File: src/rtl/mem_bus_interface_if.sv
// rtl/mem_bus_interface_if.sv - CPU request / Avalon-MM master signal bundle (MEM_ALIGN_CHECK_EN adds misalign_err)
interface mem_bus_interface_if;
  logic        req_read;
  logic        req_write;
  logic [1:0]  req_size;
  logic [31:0] req_addr;
  logic [31:0] req_wdata;
  logic [31:0] rdata;
  logic        mem_stall;
  logic        mem_done;
  logic [31:0] avm_address;
  logic        avm_read;
  logic        avm_write;
  logic [3:0]  avm_byteenable;
  logic [31:0] avm_writedata;
  logic [31:0] avm_readdata;
  logic        avm_waitrequest;
`ifdef MEM_ALIGN_CHECK_EN
  logic        misalign_err;
`endif

  // Bridge side: takes CPU requests and drives the Avalon-MM bus
  modport master (
    input  req_read, req_write, req_size, req_addr, req_wdata,
    input  avm_readdata, avm_waitrequest,
`ifdef MEM_ALIGN_CHECK_EN
    output misalign_err,
`endif
    output rdata, mem_stall, mem_done,
    output avm_address, avm_read, avm_write, avm_byteenable, avm_writedata
  );

  // Environment side: CPU requester plus Avalon-MM slave
  modport slave (
    output req_read, req_write, req_size, req_addr, req_wdata,
    output avm_readdata, avm_waitrequest,
`ifdef MEM_ALIGN_CHECK_EN
    input  misalign_err,
`endif
    input  rdata, mem_stall, mem_done,
    input  avm_address, avm_read, avm_write, avm_byteenable, avm_writedata
  );
endinterface

File: src/rtl/mem_bus_interface.sv
// rtl/mem_bus_interface.sv - CPU load/store to Avalon-MM master bridge (optional MEM_ALIGN_CHECK_EN misalignment trap)
module mem_bus_interface (
  input logic               clk,
  input logic               reset,
  mem_bus_interface_if.master bus
);

  localparam logic [1:0] IDLE   = 2'd0;
  localparam logic [1:0] ACCESS = 2'd1;
  localparam logic [1:0] DONE   = 2'd2;

  logic [1:0]  state;
  logic [1:0]  size_q;
  logic [1:0]  off_q;
  logic [31:0] rdata_q;
  logic        done_q;
  logic [31:0] address_q;
  logic        read_q;
  logic        write_q;
  logic [3:0]  be_q;
  logic [31:0] wdata_q;

  logic        req_any;
  logic [3:0]  be_next;
  logic [31:0] wdata_next;
  logic [31:0] rd_byte;
  logic [31:0] rd_half;
  logic [31:0] rd_sel;

  assign req_any = bus.req_read | bus.req_write;

  // Lane enables and lane-replicated store data for the incoming request; size 11 behaves as word
  always_comb begin
    be_next    = 4'b1111;
    wdata_next = bus.req_wdata;
    case (bus.req_size)
      2'b00: begin
        be_next    = 4'b0001 << bus.req_addr[1:0];
        wdata_next = {4{bus.req_wdata[7:0]}};
      end
      2'b01: begin
        be_next    = bus.req_addr[1] ? 4'b1100 : 4'b0011;
        wdata_next = {2{bus.req_wdata[15:0]}};
      end
      default: begin
        be_next    = 4'b1111;
        wdata_next = bus.req_wdata;
      end
    endcase
  end

  // Right-justify and zero-extend the returned word for the latched size/offset
  assign rd_byte = bus.avm_readdata >> {off_q, 3'b000};
  assign rd_half = bus.avm_readdata >> {off_q[1], 4'b0000};
  always_comb begin
    rd_sel = bus.avm_readdata;
    case (size_q)
      2'b00:   rd_sel = {24'h0, rd_byte[7:0]};
      2'b01:   rd_sel = {16'h0, rd_half[15:0]};
      default: rd_sel = bus.avm_readdata;
    endcase
  end

`ifdef MEM_ALIGN_CHECK_EN
  logic misaligned;
  logic err_q;
  assign misaligned = ((bus.req_size == 2'b01) & bus.req_addr[0]) |
                      (bus.req_size[1] & (|bus.req_addr[1:0]));
  assign bus.misalign_err = err_q;
`endif

  // Request FSM: latch in IDLE, hold the bus in ACCESS until waitrequest drops, pulse done in DONE
  always_ff @(posedge clk) begin
    if (reset) begin
      state     <= IDLE;
      size_q    <= 2'b00;
      off_q     <= 2'b00;
      rdata_q   <= 32'h0;
      done_q    <= 1'b0;
      address_q <= 32'h0;
      read_q    <= 1'b0;
      write_q   <= 1'b0;
      be_q      <= 4'h0;
      wdata_q   <= 32'h0;
`ifdef MEM_ALIGN_CHECK_EN
      err_q     <= 1'b0;
`endif
    end else begin
      done_q <= 1'b0;
`ifdef MEM_ALIGN_CHECK_EN
      err_q  <= 1'b0;
`endif
      case (state)
        IDLE: begin
          if (req_any) begin
            size_q <= bus.req_size;
            off_q  <= bus.req_addr[1:0];
`ifdef MEM_ALIGN_CHECK_EN
            if (misaligned) begin
              state  <= DONE;
              done_q <= 1'b1;
              err_q  <= 1'b1;
            end else
`endif
            begin
              state     <= ACCESS;
              read_q    <= ~bus.req_write;
              write_q   <= bus.req_write;
              address_q <= {bus.req_addr[31:2], 2'b00};
              be_q      <= be_next;
              wdata_q   <= wdata_next;
            end
          end
        end
        ACCESS: begin
          if (!bus.avm_waitrequest) begin
            if (read_q) rdata_q <= rd_sel;
            read_q  <= 1'b0;
            write_q <= 1'b0;
            done_q  <= 1'b1;
            state   <= DONE;
          end
        end
        DONE:    state <= IDLE;
        default: state <= IDLE;
      endcase
    end
  end

  // Stall covers the request cycle itself so the CPU never runs past an unaccepted access
  assign bus.mem_stall = (state == ACCESS) | ((state == IDLE) & req_any & ~reset);

  assign bus.rdata          = rdata_q;
  assign bus.mem_done       = done_q;
  assign bus.avm_address    = address_q;
  assign bus.avm_read       = read_q;
  assign bus.avm_write      = write_q;
  assign bus.avm_byteenable = be_q;
  assign bus.avm_writedata  = wdata_q;

endmodule

File: src/flat_wrapper.sv
// flat-port wrapper written by rule: the top's interface ports become plain ports
module mem_bus_interface_flat 
  (clk, reset, bus_req_read, bus_req_write, bus_req_size, bus_req_addr, bus_req_wdata, bus_avm_readdata, bus_avm_waitrequest, bus_rdata, bus_mem_stall, bus_mem_done, bus_avm_address, bus_avm_read, bus_avm_write, bus_avm_byteenable, bus_avm_writedata);
  mem_bus_interface_if bus_i ();
  input logic clk;
  input logic reset;
  input wire logic [$bits(bus_i.req_read)-1:0] bus_req_read;
  input wire logic [$bits(bus_i.req_write)-1:0] bus_req_write;
  input wire logic [$bits(bus_i.req_size)-1:0] bus_req_size;
  input wire logic [$bits(bus_i.req_addr)-1:0] bus_req_addr;
  input wire logic [$bits(bus_i.req_wdata)-1:0] bus_req_wdata;
  input wire logic [$bits(bus_i.avm_readdata)-1:0] bus_avm_readdata;
  input wire logic [$bits(bus_i.avm_waitrequest)-1:0] bus_avm_waitrequest;
  output wire logic [$bits(bus_i.rdata)-1:0] bus_rdata;
  output wire logic [$bits(bus_i.mem_stall)-1:0] bus_mem_stall;
  output wire logic [$bits(bus_i.mem_done)-1:0] bus_mem_done;
  output wire logic [$bits(bus_i.avm_address)-1:0] bus_avm_address;
  output wire logic [$bits(bus_i.avm_read)-1:0] bus_avm_read;
  output wire logic [$bits(bus_i.avm_write)-1:0] bus_avm_write;
  output wire logic [$bits(bus_i.avm_byteenable)-1:0] bus_avm_byteenable;
  output wire logic [$bits(bus_i.avm_writedata)-1:0] bus_avm_writedata;
  assign bus_i.req_read = bus_req_read;
  assign bus_i.req_write = bus_req_write;
  assign bus_i.req_size = bus_req_size;
  assign bus_i.req_addr = bus_req_addr;
  assign bus_i.req_wdata = bus_req_wdata;
  assign bus_i.avm_readdata = bus_avm_readdata;
  assign bus_i.avm_waitrequest = bus_avm_waitrequest;
  assign bus_rdata = bus_i.rdata;
  assign bus_mem_stall = bus_i.mem_stall;
  assign bus_mem_done = bus_i.mem_done;
  assign bus_avm_address = bus_i.avm_address;
  assign bus_avm_read = bus_i.avm_read;
  assign bus_avm_write = bus_i.avm_write;
  assign bus_avm_byteenable = bus_i.avm_byteenable;
  assign bus_avm_writedata = bus_i.avm_writedata;
  mem_bus_interface u_core (.clk(clk), .reset(reset), .bus(bus_i));
endmodule
File: config.mk
export PLATFORM = sky130hd
export DESIGN_NAME = mem_bus_interface_flat
export DESIGN_NICKNAME = d
export VERILOG_FILES = /design/src/rtl/mem_bus_interface_if.sv /design/src/rtl/mem_bus_interface.sv /design/src/flat_wrapper.sv
export SDC_FILE = /design/constraint.sdc
export NUM_CORES = 1
export LEC_CHECK = 0
export CAP_MARGIN = 20
export CORE_ASPECT_RATIO = 0.75
export CORE_MARGIN = 1
export CORE_UTILIZATION = 37
export CTS_CLUSTER_DIAMETER = 30
export DETAILED_ROUTE_END_ITERATION = 12
export GPL_ROUTABILITY_DRIVEN = 0
export PLACE_DENSITY = 0.84
export SYNTH_ARGS = -nofsm -noshare
export SYNTH_HDL_FRONTEND = slang
export SYNTH_SLANG_ARGS = --single-unit
File: constraint.sdc
create_clock -name clk -period 1.3 [get_ports clk]
set_input_delay 0.13 -clock clk [delete_from_list [all_inputs] [get_ports clk]]
set_output_delay 0.13 -clock clk [all_outputs]
set_load 0.005 [all_outputs]
# Word level (Yosys, flattened, before mapping)

Cells that the tools add are included.

Register bits after elaboration: 107
Input port bits: 103
Output and inout port bits: 104
Word-level logic and storage cells: 48

Equality and inequality tests: 5
Shift-type cells: 3
Mux-type cells: 13
Bitwise gates (word level): 8
Reduce and logical (&&, ||, !) cells: 9

Operators with widths:

| operator            | count |
|---|---|
| $pmux 32 s2         | 2 |
| $shr 32x5->16       | 1 |
| $shr 32x5->8        | 1 |
| $pmux 4 s2          | 1 |
| $eq 2x1->1 const B  | 3 |
| $logic_not 2->1     | 3 |
| $reduce_and 3->1    | 2 |
| $mux 1              | 4 |
| $mux 2              | 2 |
| $mux 4              | 1 |
| $not 1->1           | 4 |
| $pmux 1 s2          | 2 |
| $pmux 2 s2          | 1 |
| $reduce_and 2->1    | 2 |
| $shl 1x2->4 const A | 1 |
| $and 1x1->1         | 2 |
| $ne 2x1->1 const B  | 1 |
| $ne 2x2->1 const B  | 1 |
| $or 1x1->1          | 2 |
| $reduce_bool 2->1   | 1 |
| $reduce_or 2->1     | 1 |

# Logic depth before layout (Yosys ltp)

Word-level depth: 4
Mapped depth: 6
Gate-level depth less buffers: 4

# Worst setup path after synthesis

Ideal clock, no wire load.

Path type: register -> register
From: reg u_core.state[1]
To: reg u_core.size_q[1]
Library setup time: 132 ps
Data arrival time: 1235 ps
Slack: -68 ps
Stages on the path, launching flop included: 7
Period minus slack after synthesis: 1368 ps
Path through: dfxtp_1 buf_4 or3_1 buf_4 buf_2 nand2_1 a21oi_1

Cells in the longest elaborated chain, start to end: 2

RTL lines:

| element                           | RTL line                 | text |
|---|---|---|
| start: declaration                | mem_bus_interface.sv:12  | `logic [1:0] state;` |
| start signal: assignment          | mem_bus_interface.sv:75  | `state <= IDLE;` |
| start signal: assignment          | mem_bus_interface.sv:106 | `state <= ACCESS;` |
| start signal: assignment          | mem_bus_interface.sv:121 | `state <= DONE;` |
| $logic_not 2->1                   | mem_bus_interface.sv:93  | `case (state)` |
| $reduce_and 2->1 (no source line) | --                       |  |
| end signal: assignment            | mem_bus_interface.sv:96  | `size_q <= bus.req_size;` |
| end: declaration                  | mem_bus_interface.sv:13  | `logic [1:0] size_q;` |

No other way between the ends.
A chain may end at the register's enable or synchronous reset.

# Worst setup path after layout

From: reg u_core.off_q[1]
To: reg u_core.rdata_q[0], in the netlist u_core.bus.rdata[0]

Cells in the longest elaborated chain, start to end: 2

RTL lines:

| element                                              | RTL line                                         | text |
|---|---|---|
| start: declaration                                   | mem_bus_interface.sv:14                          | `logic [1:0] off_q;` |
| start signal: assignment                             | mem_bus_interface.sv:97                          | `off_q <= bus.req_addr[1:0];` |
| $shr 32x5->16 / $shr 32x5->8 (equally long branches) | mem_bus_interface.sv:54, mem_bus_interface.sv:53 |  |
| $pmux 32 s2 (*)                                      | mem_bus_interface.sv:57                          | `case (size_q)` |
| end signal: assignment                               | mem_bus_interface.sv:117                         | `if (read_q) rdata_q <= rd_sel;` |
| end: declaration                                     | mem_bus_interface.sv:15                          | `logic [31:0] rdata_q;` |

Every way passes the cells marked *; elsewhere a longest branch is shown, timed or not.

==> reports/metrics.csv <==
stage,metric,value,unit
final_layout,area delta synth->final,68.1,%
clock_tree,Clock Tree Buf Depth,2,
synthesis,share of flip-flops with an asynchronous set or reset,0,
setup_path,Worst Path Buf+Inv,1,
setup_path,CP Class,reg2reg,
placement,Setup WS pre-CTS,-0.422,ns
final_layout,post-route cell area,7540,um^2
sta,Setup-failing EPs final,3,
route,Post-route DRC,0,
final_layout,# fillers,1000,
floorplanning,Rows,34,
sta,Fmax achieved,0.763,GHz
job,Max-Cap Viols,0,
final_layout,Reg area,2180,um^2
synthesis,top cell type's share of synthesized area,0.477,
setup_path,CP max-delay cell,dfxtp_4,
placement,post-placement cell area,6980,um^2
clock_tree,CTS tree,built,
clock_tree,Clock Latency Late Sink,0.34,ns
setup_path,Crit path depth,5,
route,number of detailed-route iterations in the first pass,4,
synthesis,synth warn,0,
grt,pin count of the biggest net entering global routing,58,
grt,GRT Util Overall,0.229,
route,Total Wirelength,15100,um
floorplanning,Initial Utilization,0.384,
synthesis,Synth Flop Type,dfxtp_1,
setup_path,reg2reg path depth,5,
route,Iteration-0 DRC Markers,273,
synthesis,synthesized area per cell,7.91,um^2
synthesis,most area-consuming cells after synthesis,"dfxtp_1 (48%), nand2_1 (12%), a21oi_1 (7.8%), mux2i_1 (5.4%), nor2_1 (3.8%)",
floorplanning,core area,11700,um^2
route,DR WL/cell,15.8,um
clock_tree,"Reg clk slew, reported paths",0.07,ns
final_layout,share of cells above drive strength 1,0.183,
synthesis,post-synthesis cell type count,31,
setup_path,Critical Path RT,1.53,ns
final_layout,area of the multi-input gates,2250,um^2
sta,worst hold slack,0.237,ns
sta,crit path time final,1.31,ns
synthesis,synthesized area,4490,um^2
setup_path,"Data arrival, critical path",1.54,ns
final_layout,NumNets Final,894,
power_and_ir_drop,maximum vdd drop,0.000665,V
setup_path,Crit. Startpoint,u_core.off_q[1]$_SDFFE_PP0P_,
status,violated checks,setup timing,
final_layout,"most common cell after layout, fill and taps aside",nand2_1,
clock_tree,CTS Root Cell,clkbuf_16,
sta,fin crit share,1.01,
setup_path,CP startpoint kind,flop,
placement,I/O Buffers,204,
clock_tree,Num CTS Buffers,9,
route,Vias,4830,
final_layout,fin util,0.645,
setup_path,"Largest stage delay, worst path",0.39,ns
clock_tree,H-tree depth,3,
floorplanning,die height,97.4,um
grt,vias in the first global route,4495,
setup_path,crit-path max FO,9,
synthesis,"FF+latch count, synth",107,
power_and_ir_drop,total chip power,8.25,mW
final_layout,n_diodes,0,
setup_path,reg2reg end,u_core.bus.rdata[0]$_SDFFE_PP0P_,
setup_path,worst r2r src,u_core.off_q[1]$_SDFFE_PP0P_,
synthesis,"EDFF count, synth",0,
setup_path,R2R setup slack,-0.01,ns
floorplanning,die width,129,um
status,status,finished with violations,
synthesis,Mapped Cells,567,
route,via-per-instance ratio,5.04,
floorplanning,Ports,207,
power_and_ir_drop,Lkg Pwr,3.41,nW
synthesis,Yosys top cell by area,dfxtp_1,
synthesis,sequential area share after synthesis,0.477,
sta,endpoints failing hold,0,
power_and_ir_drop,PwrDens,1090,nW/um^2
final_layout,"commonest non-fill, non-tap cells in the layout","nand2_1 (135), clkdlybuf4s50_1 (99), dlygate4sd2_1 (97)",
setup_path,crit path to,u_core.bus.rdata[0]$_SDFFE_PP0P_,
sta,RSZ-0062 raised after global routing,yes,
grt,global route overflow,0,
setup_path,"critical path, cell by cell",buf_12 > mux2i_2 > nor2_1 > a221oi_1 > o21ai_1,
grt,initial antenna violation count,0,
floorplanning,Die ar.,12600,um^2
min_path,Hold Path Class,in2reg,
setup_path,cell family contributing the most delay on the critical path,flip-flops,
sta,Final Worst Setup Slack,-0.0103,ns
grt,first-pass GRT wire length,22700,um
setup_path,Worst Setup End Kind,flop,
route,post-route antenna net violation count,0,
placement,HPWL Detailed,10300,um
sta,worst clock skew,0.00808,ns
sta,Final Max Tran Viols,0,
clock_tree,clk sink count,107,
[kinds of logic (layout without fill, tap and decap cells)]
logic type,count (synthesis),in the layout,synth area share
AO/OA/AOI/OAI,139,139,0.185
buffers and inverters,66,294,0.0692
flip-flops,107,107,0.477
multiplexers,24,24,0.0535
other,1,2,0.000836
AND/OR/NAND/NOR,230,230,0.214
[power breakdown]
part	total [mW]	switching, mW	internal [mW]
logic	1.92	0.902	1.02
clock network	2.71	1.27	1.43
registers	3.62	0.121	3.50
[cells in the mapped netlist (all sizes together), types with 8 or more instances]
cell / instances
clkbuf: 17
dfxtp: 107
mux2i: 24
nand2: 142
a311oi: 8
a21oi: 70
o21ai: 24
o22ai: 8
nand3: 16
a211oi: 10
a221oi: 16
nor2: 46
buf: 31
nor3: 14
inv: 18
[cell type report]
| cell class | instances | share of cell area |
|---|---|---|
| clock buffer | 11 | 0.0335 |
| clock inverter | 5 | 0.00564 |
| inverter | 18 | 0.00896 |
| multi-input combinational | 395 | 0.298 |
| sequential | 107 | 0.289 |
| tap | 162 | 0.0269 |
| timing repair buffer | 260 | 0.338 |
[registers in the layout (all words and copies together) (netlist names)]
register                   cells
u_core.state                   2
u_core.size_q                  2
u_core.bus.mem_done            1
u_core.bus.avm_read            1
u_core.bus.avm_address        30
u_core.bus.avm_writedata      32
u_core.bus.avm_write           1
u_core.off_q                   2
u_core.bus.avm_byteenable      4
u_core.bus.rdata              32
[worst register-to-register path: cells and delay by family (launching register included)]
| family | cells | cell delay (ns) |
|---|---|---|
| AO/OA/AOI/OAI | 2 | 0.35 |
| buffers and inverters | 1 | 0.15 |
| flip-flops | 1 | 0.39 |
| multiplexers | 1 | 0.24 |
| AND/OR/NAND/NOR | 1 | 0.07 |
[worst min-delay path by stage]
stage,cells past startpoint,startpoint,end,slack (ns)
floorplan,1,bus_avm_waitrequest,u_core.bus.mem_done$_SDFF_PP0_,0.21
finish,4,bus_req_write,u_core.bus.avm_write$_SDFFE_PP0P_,0.24
CTS,3,reset,u_core.bus.avm_writedata[30]$_SDFFE_PP0P_,0.29
global placement,2,u_core.bus.rdata[4]$_SDFFE_PP0P_,u_core.bus.rdata[4]$_SDFFE_PP0P_,0.44
global route,4,bus_req_write,u_core.bus.avm_write$_SDFFE_PP0P_,0.28
detailed placement,2,u_core.bus.rdata[25]$_SDFFE_PP0P_,u_core.bus.rdata[25]$_SDFFE_PP0P_,0.44
[per-stage QoR]
step,std cells,TNS (ns)
detailed placement,935,-32.10
floorplan,568,0
global route,958,-2.56
CTS,954,-0.149
global placement,935,-28.07
finish,958,-0.0154
[per-layer routing]
metal | GRT usage | up-vias | share of wire | wire [um]
li1 | - | 2381 | - | -
met3 | 0.0732 | 16 | 0.083 | 1260
met1 | 0.307 | 2249 | 0.46 | 6940
met5 | 0 | - | 0 | 0
met4 | 0.0525 | 0 | 0.0097 | 147
met2 | 0.355 | 184 | 0.45 | 6750
[timing repair]
action,in CTS,in global routing
gates resized for setup,133,56
pin swaps,1,20
cloned,1,3
buffers inserted,2,1
setup endpoints to repair,201,106
hold buffers,0,0
No activity file was read; power rests on OpenSTA's default activity.
